## config.mk

```make
export PLATFORM = sky130hd
export DESIGN_NAME = ppu_timing_gen
export DESIGN_NICKNAME = d
export VERILOG_FILES = /design/src/rtl/ppu_defines_pkg.sv /design/src/rtl/ppu_timing_gen_clk_div.sv /design/src/rtl/ppu_timing_gen.sv
export SDC_FILE = /design/constraint.sdc
export NUM_CORES = 1
export LEC_CHECK = 0
export ABC_AREA = 1
export BUFFER_PORTS_ARGS = -buffer_cell sky130_fd_sc_hd__buf_2
export CELL_PAD_IN_SITES_DETAIL_PLACEMENT = 1
export CELL_PAD_IN_SITES_GLOBAL_PLACEMENT = 1
export CORE_ASPECT_RATIO = 1.2
export CORE_MARGIN = 3
export CORE_UTILIZATION = 41
export CTS_BUF_LIST = sky130_fd_sc_hd__clkbuf_16
export DETAILED_ROUTE_END_ITERATION = 10
export PLACE_DENSITY = 0.82
export REMOVE_ABC_BUFFERS = 1
export SYNTH_ARGS = -nofsm -noshare
export SYNTH_HDL_FRONTEND = slang
export SYNTH_SLANG_ARGS = --single-unit
```

## constraint.sdc

```tcl
create_clock -name clk -period 4.8 [get_ports clk]
set_input_delay 0.96 -clock clk [delete_from_list [all_inputs] [get_ports clk]]
set_output_delay 0.96 -clock clk [all_outputs]
set_load 0.02 [all_outputs]
```

## src/rtl/ppu_defines_pkg.sv

```systemverilog
// Shared PPU raster types and default NTSC-like geometry.
// Used by ppu_timing_gen (optional feature macro: PPU_ODD_FRAME_SKIP_EN).
package ppu_defines;

    typedef enum logic [1:0] {
        PRE_SL    = 2'd0,
        VIS_SL    = 2'd1,
        POST_SL   = 2'd2,
        VBLANK_SL = 2'd3
    } vs_state_t;

    typedef enum logic [2:0] {
        SL_PRE_CYC = 3'd0,
        IDLE_CYC   = 3'd1,
        SP_PRE_CYC = 3'd2,
        TL_PRE_CYC = 3'd3,
        GARB_CYC   = 3'd4
    } hs_state_t;

    localparam int PPU_CLK_DIV         = 4;
    localparam int PPU_DOTS_PER_LINE   = 341;
    localparam int PPU_VIS_DOTS        = 256;
    localparam int PPU_SP_FETCH_DOTS   = 64;
    localparam int PPU_TL_FETCH_DOTS   = 16;
    localparam int PPU_LINES_PER_FRAME = 262;
    localparam int PPU_VIS_LINES       = 240;

endpackage

```

## src/rtl/ppu_timing_gen_clk_div.sv

```systemverilog
// System-clock divider producing the one-in-CLK_DIV PPU dot enable.
// clk_en is registered; clk_en_next is its value for the following cycle.
module ppu_clk_div #(
    parameter int CLK_DIV = 4
) (
    input  logic clk,
    input  logic rst,
    output logic clk_en,
    output logic clk_en_next
);

    localparam int DIV_W = (CLK_DIV > 1) ? $clog2(CLK_DIV) : 1;
    localparam logic [DIV_W-1:0] DIV_LAST = DIV_W'(CLK_DIV - 1);

    logic [DIV_W-1:0] div_q, div_d;
    logic             en_q, en_d;

    always_comb begin
        if (div_q == DIV_LAST) begin
            div_d = '0;
        end else begin
            div_d = div_q + DIV_W'(1);
        end
        en_d = (div_d == DIV_LAST);
    end

    always_ff @(posedge clk) begin
        if (rst) begin
            div_q <= '0;
            en_q  <= 1'b0;
        end else begin
            div_q <= div_d;
            en_q  <= en_d;
        end
    end

    assign clk_en      = en_q;
    assign clk_en_next = en_d;

endmodule

```

## src/rtl/ppu_timing_gen.sv

```systemverilog
// PPU raster timing: dot enable, row/col counters, phase decode, vblank and strobes.
// Optional macro PPU_ODD_FRAME_SKIP_EN drops the last dot of row 0 on odd rendered frames.
module ppu_timing_gen
    import ppu_defines::*;
#(
    parameter int CLK_DIV         = PPU_CLK_DIV,
    parameter int DOTS_PER_LINE   = PPU_DOTS_PER_LINE,
    parameter int VIS_DOTS        = PPU_VIS_DOTS,
    parameter int SP_FETCH_DOTS   = PPU_SP_FETCH_DOTS,
    parameter int TL_FETCH_DOTS   = PPU_TL_FETCH_DOTS,
    parameter int LINES_PER_FRAME = PPU_LINES_PER_FRAME,
    parameter int VIS_LINES       = PPU_VIS_LINES,
    parameter int COL_W           = $clog2(DOTS_PER_LINE),
    parameter int ROW_W           = $clog2(LINES_PER_FRAME)
) (
    input  logic             clk,
    input  logic             rst,
    input  logic             render_en,
    input  logic             vblank_clr,
    output logic             ppu_clk_en,
    output logic [ROW_W-1:0] row,
    output logic [COL_W-1:0] col,
    output vs_state_t        vs_state,
    output hs_state_t        hs_state,
    output logic             vblank,
    output logic             vblank_set,
    output logic             frame_start,
    output logic             line_start,
    output logic             frame_odd
);

    localparam logic [COL_W-1:0] COL_LAST   = COL_W'(DOTS_PER_LINE - 1);
    localparam logic [ROW_W-1:0] ROW_LAST   = ROW_W'(LINES_PER_FRAME - 1);
    localparam logic [ROW_W-1:0] ROW_VBLANK = ROW_W'(VIS_LINES + 2);

    logic             clk_en_s, clk_en_next_s, skip_s;
    logic [COL_W-1:0] col_q, col_d;
    logic [ROW_W-1:0] row_q, row_d;
    logic             frame_odd_q, frame_odd_d;
    vs_state_t        vs_q, vs_d;
    hs_state_t        hs_q, hs_d;
    logic             vblank_q, vblank_d, vblank_set_q, vblank_set_d;
    logic             frame_start_q, frame_start_d, line_start_q, line_start_d;

    function automatic vs_state_t vs_decode(input logic [ROW_W-1:0] r);
        if (int'(r) == 0)                   return PRE_SL;
        else if (int'(r) <= VIS_LINES)      return VIS_SL;
        else if (int'(r) == VIS_LINES + 1)  return POST_SL;
        else                                return VBLANK_SL;
    endfunction

    function automatic hs_state_t hs_decode(input logic [COL_W-1:0] c);
        if (int'(c) < VIS_DOTS)                                      return SL_PRE_CYC;
        else if (int'(c) == VIS_DOTS)                                return IDLE_CYC;
        else if (int'(c) <= VIS_DOTS + SP_FETCH_DOTS)                return SP_PRE_CYC;
        else if (int'(c) <= VIS_DOTS + SP_FETCH_DOTS + TL_FETCH_DOTS) return TL_PRE_CYC;
        else                                                         return GARB_CYC;
    endfunction

    ppu_clk_div #(.CLK_DIV(CLK_DIV)) u_clk_div (
        .clk         (clk),
        .rst         (rst),
        .clk_en      (clk_en_s),
        .clk_en_next (clk_en_next_s)
    );

`ifdef PPU_ODD_FRAME_SKIP_EN
    assign skip_s = clk_en_s && render_en && frame_odd_q && (row_q == '0)
                    && (col_q == COL_W'(DOTS_PER_LINE - 2));
`else
    logic unused_render_en_s;
    assign unused_render_en_s = render_en;
    assign skip_s             = 1'b0;
`endif

    // Phase states and strobes decode the post-advance position so they line up with row/col.
    always_comb begin
        col_d       = col_q;
        row_d       = row_q;
        frame_odd_d = frame_odd_q;
        if (clk_en_s) begin
            if (skip_s) begin
                col_d = '0;
                row_d = ROW_W'(1);
            end else if (col_q == COL_LAST) begin
                col_d = '0;
                if (row_q == ROW_LAST) begin
                    row_d       = '0;
                    frame_odd_d = ~frame_odd_q;
                end else begin
                    row_d = row_q + ROW_W'(1);
                end
            end else begin
                col_d = col_q + COL_W'(1);
            end
        end else begin
            col_d = col_q;
        end

        vs_d          = vs_decode(row_d);
        hs_d          = hs_decode(col_d);
        vblank_set_d  = clk_en_s && (row_d == ROW_VBLANK) && (col_d == COL_W'(1));
        line_start_d  = clk_en_next_s && (col_d == '0);
        frame_start_d = line_start_d && (row_d == '0);

        if (vblank_set_d) begin
            vblank_d = 1'b1;
        end else if (vblank_clr || (clk_en_s && (row_d == '0) && (col_d == COL_W'(1)))) begin
            vblank_d = 1'b0;
        end else begin
            vblank_d = vblank_q;
        end
    end

    always_ff @(posedge clk) begin
        if (rst) begin
            col_q         <= '0;
            row_q         <= '0;
            frame_odd_q   <= 1'b0;
            vs_q          <= PRE_SL;
            hs_q          <= SL_PRE_CYC;
            vblank_q      <= 1'b0;
            vblank_set_q  <= 1'b0;
            frame_start_q <= 1'b0;
            line_start_q  <= 1'b0;
        end else begin
            col_q         <= col_d;
            row_q         <= row_d;
            frame_odd_q   <= frame_odd_d;
            vs_q          <= vs_d;
            hs_q          <= hs_d;
            vblank_q      <= vblank_d;
            vblank_set_q  <= vblank_set_d;
            frame_start_q <= frame_start_d;
            line_start_q  <= line_start_d;
        end
    end

    assign ppu_clk_en  = clk_en_s;
    assign row         = row_q;
    assign col         = col_q;
    assign vs_state    = vs_q;
    assign hs_state    = hs_q;
    assign vblank      = vblank_q;
    assign vblank_set  = vblank_set_q;
    assign frame_start = frame_start_q;
    assign line_start  = line_start_q;
    assign frame_odd   = frame_odd_q;

endmodule
```

==> impl_results.md, run 1 <==
* CTS Sinks at 31
* CP arrival at 2520 ps
* Core region area at 3973 sq um
* Register area at 620.6 sq um
* Setup violators final at 0
* Reg power frac at 41.1%
* Power share of the clock group at 54.0%
* Distinct cells, synth at 24
* Vias in the first global route at 1873
* Post-synth EDFFs at 0
* Detailed Routing Iterations Pass 1 at 4
* Status: finished clean
* GR Util All Layers at 20.80%
* Worst min path class: reg2reg
* Top post-synthesis cells by area: dfxtp_1, nand2_1, nor2_1
* Number of port buffers at 31
* Via count at 1715
* Post-CTS Setup Repair Bufs at 0
* Fin nets at 300
* Critical Path Start Type: register
* FF+latch count, synth at 31
* Non-filler instance count after layout at 345
* Post-CTS sizing at 0
* Vias per std cell at 4.971
* DRC at 0
* Dpl cell area at 1898 sq um
* Least-Margin Pin Slew at 629.7 ps
* Peak VDD IR at 0.2455 mV
* Fillers at 550
* Post-route minimum period at 2360 ps
* Row Count at 25
* Synth Cell Area at 1705 sq um
* Max-slew headroom at 57.97%
* Maximum Capacitance Violations at 0
* Setup TNS at 0 ps
* Die Wd at 64.88 microns
* Cells after DPL at 337
* Post-DP HPWL at 3312 microns
* Largest area contributor in the netlist: dfxtp_1
* Area growth from synthesis to layout at 20.91%
* Worst-skew pair later-pin latency at 280 ps
* Die height at 76.65 microns
* Worst setup path class: reg2reg
* Final GP Congestion at 0.7825
* Worst clock skew at 3.282 ps
* Post-route clock period utilization at 49.17%
* Max Slew Vio Count at 0
* Initial antenna violation count at 0
* Bufs on Longest Clock Path at 2
* Starting Density at 42.93%
* GRT overflow at 0
* Internal at 0.5145 mW
* Final wirelength at 4543 microns
* Multi-input logic area at 929.6 sq um
* Gate power share at 4.9%
* Die footprint at 4973 sq um
* Antenna-violating nets left at 0
* Crit end category: register
* Drt wl/cell at 13.17 microns
* Cts bufs inserted at 5
* FFs w/ async S/R, synth at 0%
* Power Density at 316.9 nW/um^2
* Most used DFF post-synth: dfxtp_1
* Mean Syn Cell Area at 6.662 sq um
* Leak at 0.9956 nW
* Largest net degree at the start of global routing at 24
* Hold Fails Final Rpt at 0
* Cts hold-fix bufs at 0
* CP required at 4960 ps
* Yosys warns at 0
* Seq/Total Area, Yosys at 36.39%
* CP max FO at 12
* Switching part of the total at 21.25%
* Clock transition at the registers of the reported paths at 50 ps
* Area fraction of the dominant cell type after synthesis at 36.39%
* Share of cells above drive strength 1 at 21.31%
* Iteration-0 DRC Markers at 77
* Htree depth at 2
* Diodes inserted at 0
* Post-Synthesis Cells at 256
* RSZ-0062 raised after global routing: no
* Psw at 0.1389 mW
* Design Power at 0.6534 mW
* Global-route wire length before repair at 8211 microns
* TritonCTS clock tree: yes
* I/O pins at 33
* Most numerous cell in the Yosys netlist: nand2_1
* Final instance area at 2062 sq um
* Root buffer cell: clkbuf_16
* Synth cell count leaders: nand2_1, nor2_1, dfxtp_1
* Core Util, Final at 51.91%
* Max Freq at 423.7 MHz
[path summary, 6_finish.rpt]
check | from | end | slack, ps | depth (start not counted)
worst max-delay path | col[0] | vs_state[0] | 2440 | 13
worst max register to register | col[0] | vs_state[0] | 2440 | 13
worst min register to register | u_clk_div.div_q[0] | u_clk_div.div_q[0] | 450 | 1
worst min-delay path | u_clk_div.div_q[0] | u_clk_div.div_q[0] | 450 | 1
[cell type report]
cell class,count,share of cell area [%]
flip-flops and latches,31,30.10
repair buffers,31,7.524
well taps,54,3.277
inverters,33,6.068
clock inverters,3,1.881
multi-input cells,188,45.08
clock buffers,5,6.068
[through the flow]
step | worst slack, ps | hold slack (ps)
after detailed placement | 2481 | 448.2
after floorplan | 2832 | 425.0
after global placement | 2495 | 442.0
after CTS | 2434 | 455.4
final | 2440 | 449.7
after global routing | 2200 | 484.8
[critical path: stages (launching register included)]
cell	delay, ps
dfxtp_1	350
inv_1	90
ha_1	170
nand2_1	60
nor2_1	170
nand3_2	330
clkinv_2	260
nand3_2	100
o21ai_2	230
inv_1	110
nor2_2	150
nand2_2	80
nand2_1	90
nor2_1	50
[logic make-up after synthesis]
group / after synthesis / share of synthesized area [%]
buffers and inverters: 37 / 9.097
AOI/OAI and AO/OA: 15 / 5.209
and+or+nand+nor: 165 / 43.87
xor gates and xnor gates: 2 / 1.027
DFF: 31 / 36.39
adders and majority gates: 6 / 4.402
[registers in the layout, indices dropped and copies added (netlist names)]
signal / count
col: 9
hs_state: 3
frame_start: 1
line_start: 1
row: 9
vblank_set: 1
u_clk_div.clk_en: 1
vblank: 1
u_clk_div.div_q: 2
frame_odd: 1
vs_state: 2
[cells in the final DEF (no fill, tap or decap), drive strengths merged]
master,n
xor2,2
a21oi,4
dfxtp,31
clkbuf,5
bufinv,1
nand3,29
nor2,61
o21bai,1
clkinv,4
nor3,4
buf,31
nand2,64
o21ai,10
ha,6
and2,1
nand4,6
inv,31
[power by group through the flow]
stage / combinational (mW) / sequential [mW] / clock, mW
after floorplan: 0.0170 / 0.276 / 0
after global placement: 0.0314 / 0.274 / 0
after detailed placement: 0.0318 / 0.274 / 0
after CTS: 0.0326 / 0.269 / 0.359
after global routing: 0.0363 / 0.270 / 0.369
final: 0.0319 / 0.269 / 0.353
[routing by layer]
| metal | global-route usage [%] | vias to the layer above | share of wire (%) |
|---|---|---|---|
| li1 | - | 872 | - |
| met1 | 22.99 | 812 | 42 |
| met4 | 7.611 | 0 | 1.6 |
| met3 | 4.100 | 7 | 3.3 |
| met5 | 0 | - | 0 |
| met2 | 38.28 | 24 | 53 |
Power figures use the tool's default switching activity.
==> inputs of run 2 (changes only) <==
ABC_AREA = 0   (was 1)
CORE_UTILIZATION = 37   (was 41)
PLACE_DENSITY = 0.73   (was 0.82)
clock period = 1.97 ns   (was 4.8 ns; I/O delays follow)
==> impl_results.md, run 2 <==
* Largest area contributor in the netlist: dfxtp_1 (unchanged)
* Psw at 0.3991 mW (was 0.1389 mW)
* Peak VDD IR at 0.3297 mV (was 0.2455 mV)
* Post-route clock period utilization at 119.2% (was 49.17%)
* Yosys warns at 0 (unchanged)
* Worst clock skew at 5.273 ps (was 3.282 ps)
* Most used DFF post-synth: dfxtp_1 (unchanged)
* Global-route wire length before repair at 14430 microns (was 8211 microns)
* Final GP Congestion at 0.8692 (was 0.7825)
* Worst setup path class: reg2reg (unchanged)
* Vias in the first global route at 2655 (was 1873)
* CP Cell Sequence: buf_6 > nor4b_4 > buf_4 > nand4_1 > nor4_2 > o221ai_2 > or3_4 > o211a_1 (was inv_1 > ha_1 > nand2_1 > nor2_1 > nand3_2 > clkinv_2 > nand3_2 > o21ai_2 > inv_1 > nor2_2 > nand2_2 > nand2_1 > nor2_1)
* Leak at 1.459 nW (was 0.9956 nW)
* Least-Margin Pin Slew at 356.4 ps (was 629.7 ps)
* Power Density at 505.4 nW/um^2 (was 316.9 nW/um^2)
* Most frequent cells in the layout: buf_4, buf_2, dfxtp_1 (was nand2_1, nor2_1, dfxtp_1, buf_2, inv_1)
* TritonCTS clock tree: yes (unchanged)
* Synth cell count leaders: dfxtp_1, nor2_1, nand2_1, nor3_1, a21oi_1 (was nand2_1, nor2_1, dfxtp_1)
* Reg power frac at 38.5% (was 41.1%)
* Area fraction of the dominant cell type after synthesis at 31.18% (was 36.39%)
* Iteration-0 DRC Markers at 123 (was 77)
* Worst min path class: in2reg (was reg2reg)
* Crit end category: register (unchanged)
* Dpl ws at -301.3 ps (was 2481 ps)
* Maximum Capacitance Violations at 0 (unchanged)
* Diodes inserted at 0 (unchanged)
* Post-DP HPWL at 5209 microns (was 3312 microns)
* Share of cells above drive strength 1 at 55.14% (was 21.31%)
* Initial antenna violation count at 0 (unchanged)
* GRT overflow at 0 (unchanged)
* Distinct cells, synth at 57 (was 24)
* Htree depth at 2 (unchanged)
* Post-route minimum period at 2347 ps (was 2360 ps)
* CTS Sinks at 31 (unchanged)
* Critical Path Start Type: register (unchanged)
* Number of port buffers at 31 (unchanged)
* Most common cell after layout, fill and taps aside: buf_4 (was nand2_1)
* CP arrival at 2520 ps (about the same)
* Final instance area at 3334 sq um (was 2062 sq um)
* Top post-synthesis cells by area: dfxtp_1, xnor2_1, nor2_1 (was dfxtp_1, nand2_1, nor2_1)
* Gate power share at 8.1% (was 4.9%)
* Die Wd at 72.96 microns (was 64.88 microns)
* Root buffer cell: clkbuf_16 (unchanged)
* Hold Fails Final Rpt at 0 (unchanged)
* CP max FO at 3 (was 12)
* Violated checks: setup timing
* CP required at 2140 ps (was 4960 ps)
* Switching part of the total at 23.68% (was 21.25%)
* Cts bufs inserted at 5 (unchanged)
* CP max stage cell: nor4_2 (was dfxtp_1)
* FF+latch count, synth at 31 (unchanged)
* Post-layout worst setup margin at -377.4 ps (was 2440 ps)
* Final wirelength at 9782 microns (was 4543 microns)
* Via count at 2433 (was 1715)
* Most numerous cell in the Yosys netlist: dfxtp_1 (was nand2_1)
* Antenna-violating nets left at 0 (unchanged)
* Max Freq at 426.0 MHz (was 423.7 MHz)
* Max-slew headroom at 76.07% (was 57.97%)
* Core region area at 5080 sq um (was 3973 sq um)
* Status: finished, violations left (was finished clean)
* FFs w/ async S/R, synth at 0% (unchanged)
* CP max stage delay at 410 ps (was 350 ps)
* Post-Synthesis Cells at 244 (was 256)
* Drt wl/cell at 23.86 microns (was 13.17 microns)
* Cts hold-fix bufs at 0 (unchanged)
* Power share of the clock group at 53.4% (was 54.0%)
* Largest net degree at the start of global routing at 16 (was 24)
* RSZ-0062 raised after global routing: yes (was no)
* Setup violators final at 10 (was 0)
* I/O pins at 33 (unchanged)
* Internal at 1.286 mW (was 0.5145 mW)
* Max Slew Vio Count at 0 (unchanged)
* Bufs on Longest Clock Path at 2 (unchanged)
* Seq/Total Area, Yosys at 31.18% (was 36.39%)
* Row Count at 28 (was 25)
* Worst-skew pair later-pin latency at 280 ps (about the same)
* Fin nets at 359 (was 300)
* Area growth from synthesis to layout at 67.50% (was 20.91%)
* Mean Syn Cell Area at 8.158 sq um (was 6.662 sq um)
* Detailed Routing Iterations Pass 1 at 4 (unchanged)
* Die height at 86.35 microns (was 76.65 microns)
* Synth Cell Area at 1991 sq um (was 1705 sq um)
* Vias per std cell at 5.934 (was 4.971)
* GR Util All Layers at 30.28% (was 20.80%)
* Dpl cell area at 2681 sq um (was 1898 sq um)
* Clock transition at the registers of the reported paths at 60 ps (was 50 ps)
* DRC at 0 (unchanged)
* Post-synth EDFFs at 0 (unchanged)
* Die footprint at 6300 sq um (was 4973 sq um)
* Starting Density at 39.19% (was 42.93%)
-- run 2: cell count changes after synthesis, sizes merged, moves of 5 or more --
| cell | delta |
|---|---|
| nor3 | +14 |
| or4 | +5 |
| clkbuf | +9 |
| nand4 | +5 |
| xnor2 | +11 |
| nand2 | -48 |
| inv | -19 |
| nand3 | -22 |
| buf | +8 |
| o21ai | -6 |
| nor2 | -37 |
| a21oi | +10 |
| nor4 | +5 |
-- run 2: worst max-delay path, delay by kind of cell, from the launching register on --
kind	cells	cell delay, ps
DFF	1	340
AOI/OAI and AO/OA	2	340
and+or+nand+nor	4	1250
buffers and inverters	2	300
-- run 2: what timing repair did --
action | in CTS | in global routing
pin swaps | 17 | 16
endpoints found under the setup margin | 11 | 14
gates resized for setup | 64 | 24
endpoints found under the hold margin | 0 | 0
setup buffers | 10 | 3
-- run 2: worst paths after layout --
| path | from | to | slack, ps | cells after the start |
|---|---|---|---|---|
| worst min-delay path | vblank_clr | vblank | 400 | 4 |
| worst min register to register | vblank | vblank | 470 | 2 |
| worst max register to register | col[3] | vs_state[0] | -380 | 8 |
| worst max-delay path | col[3] | vs_state[0] | -380 | 8 |
-- run 2: layout make-up --
class	instances	area [sq um]
sequential	31	634.4
clock buffer	5	125.1
fill	588	1745
multi-input combinational	180	1556
clock inverter	3	38.79
tap	60	75.07
timing repair buffer	119	857.1
inverter	12	47.55
-- run 2: cells by family (layout without fill, tap and decap cells) --
group | count (synthesis) | after routing | synth area share, %
compound gates | 48 | 48 | 17.79
buf+inv | 33 | 139 | 7.793
flops | 31 | 31 | 31.18
simple gates | 111 | 111 | 32.68
fa+ha+maj | 6 | 6 | 3.771
xor+xnor | 12 | 12 | 5.280
mux | 3 | 3 | 1.509
-- run 2: per-layer routing --
metal  up-vias  track usage [%]  part of all wire [%]
met5         -                0                     0
met4         0            17.11                   4.5
met3        28            4.756                   3.1
met2        70            54.35                    54
met1      1235            33.14                    39
li1       1100                -                     -
-- run 2: through the flow --
step	hold WS (ps)	setup TNS (ps)	cells	total power [mW]	utilization, %
2_1_floorplan	425.0	-7838	223	0.7012	-
5_1_grt	447.8	-3019	410	1.721	65.64
3_3_place_gp	440.7	-1402	390	0.7567	52.78
3_5_place_dp	454.3	-2181	390	0.7599	52.78
4_1_cts	399.3	-766.5	407	1.658	62.34
6_report	401.2	-2214	410	1.685	65.64
-- run 2: power groups by stage --
stage	combinational, mW	sequential [mW]	clock, mW
final	0.137	0.648	0.900
after global routing	0.143	0.649	0.929
after CTS	0.123	0.646	0.889
after detailed placement	0.101	0.659	0
after global placement	0.0987	0.658	0
after floorplan	0.0317	0.670	0
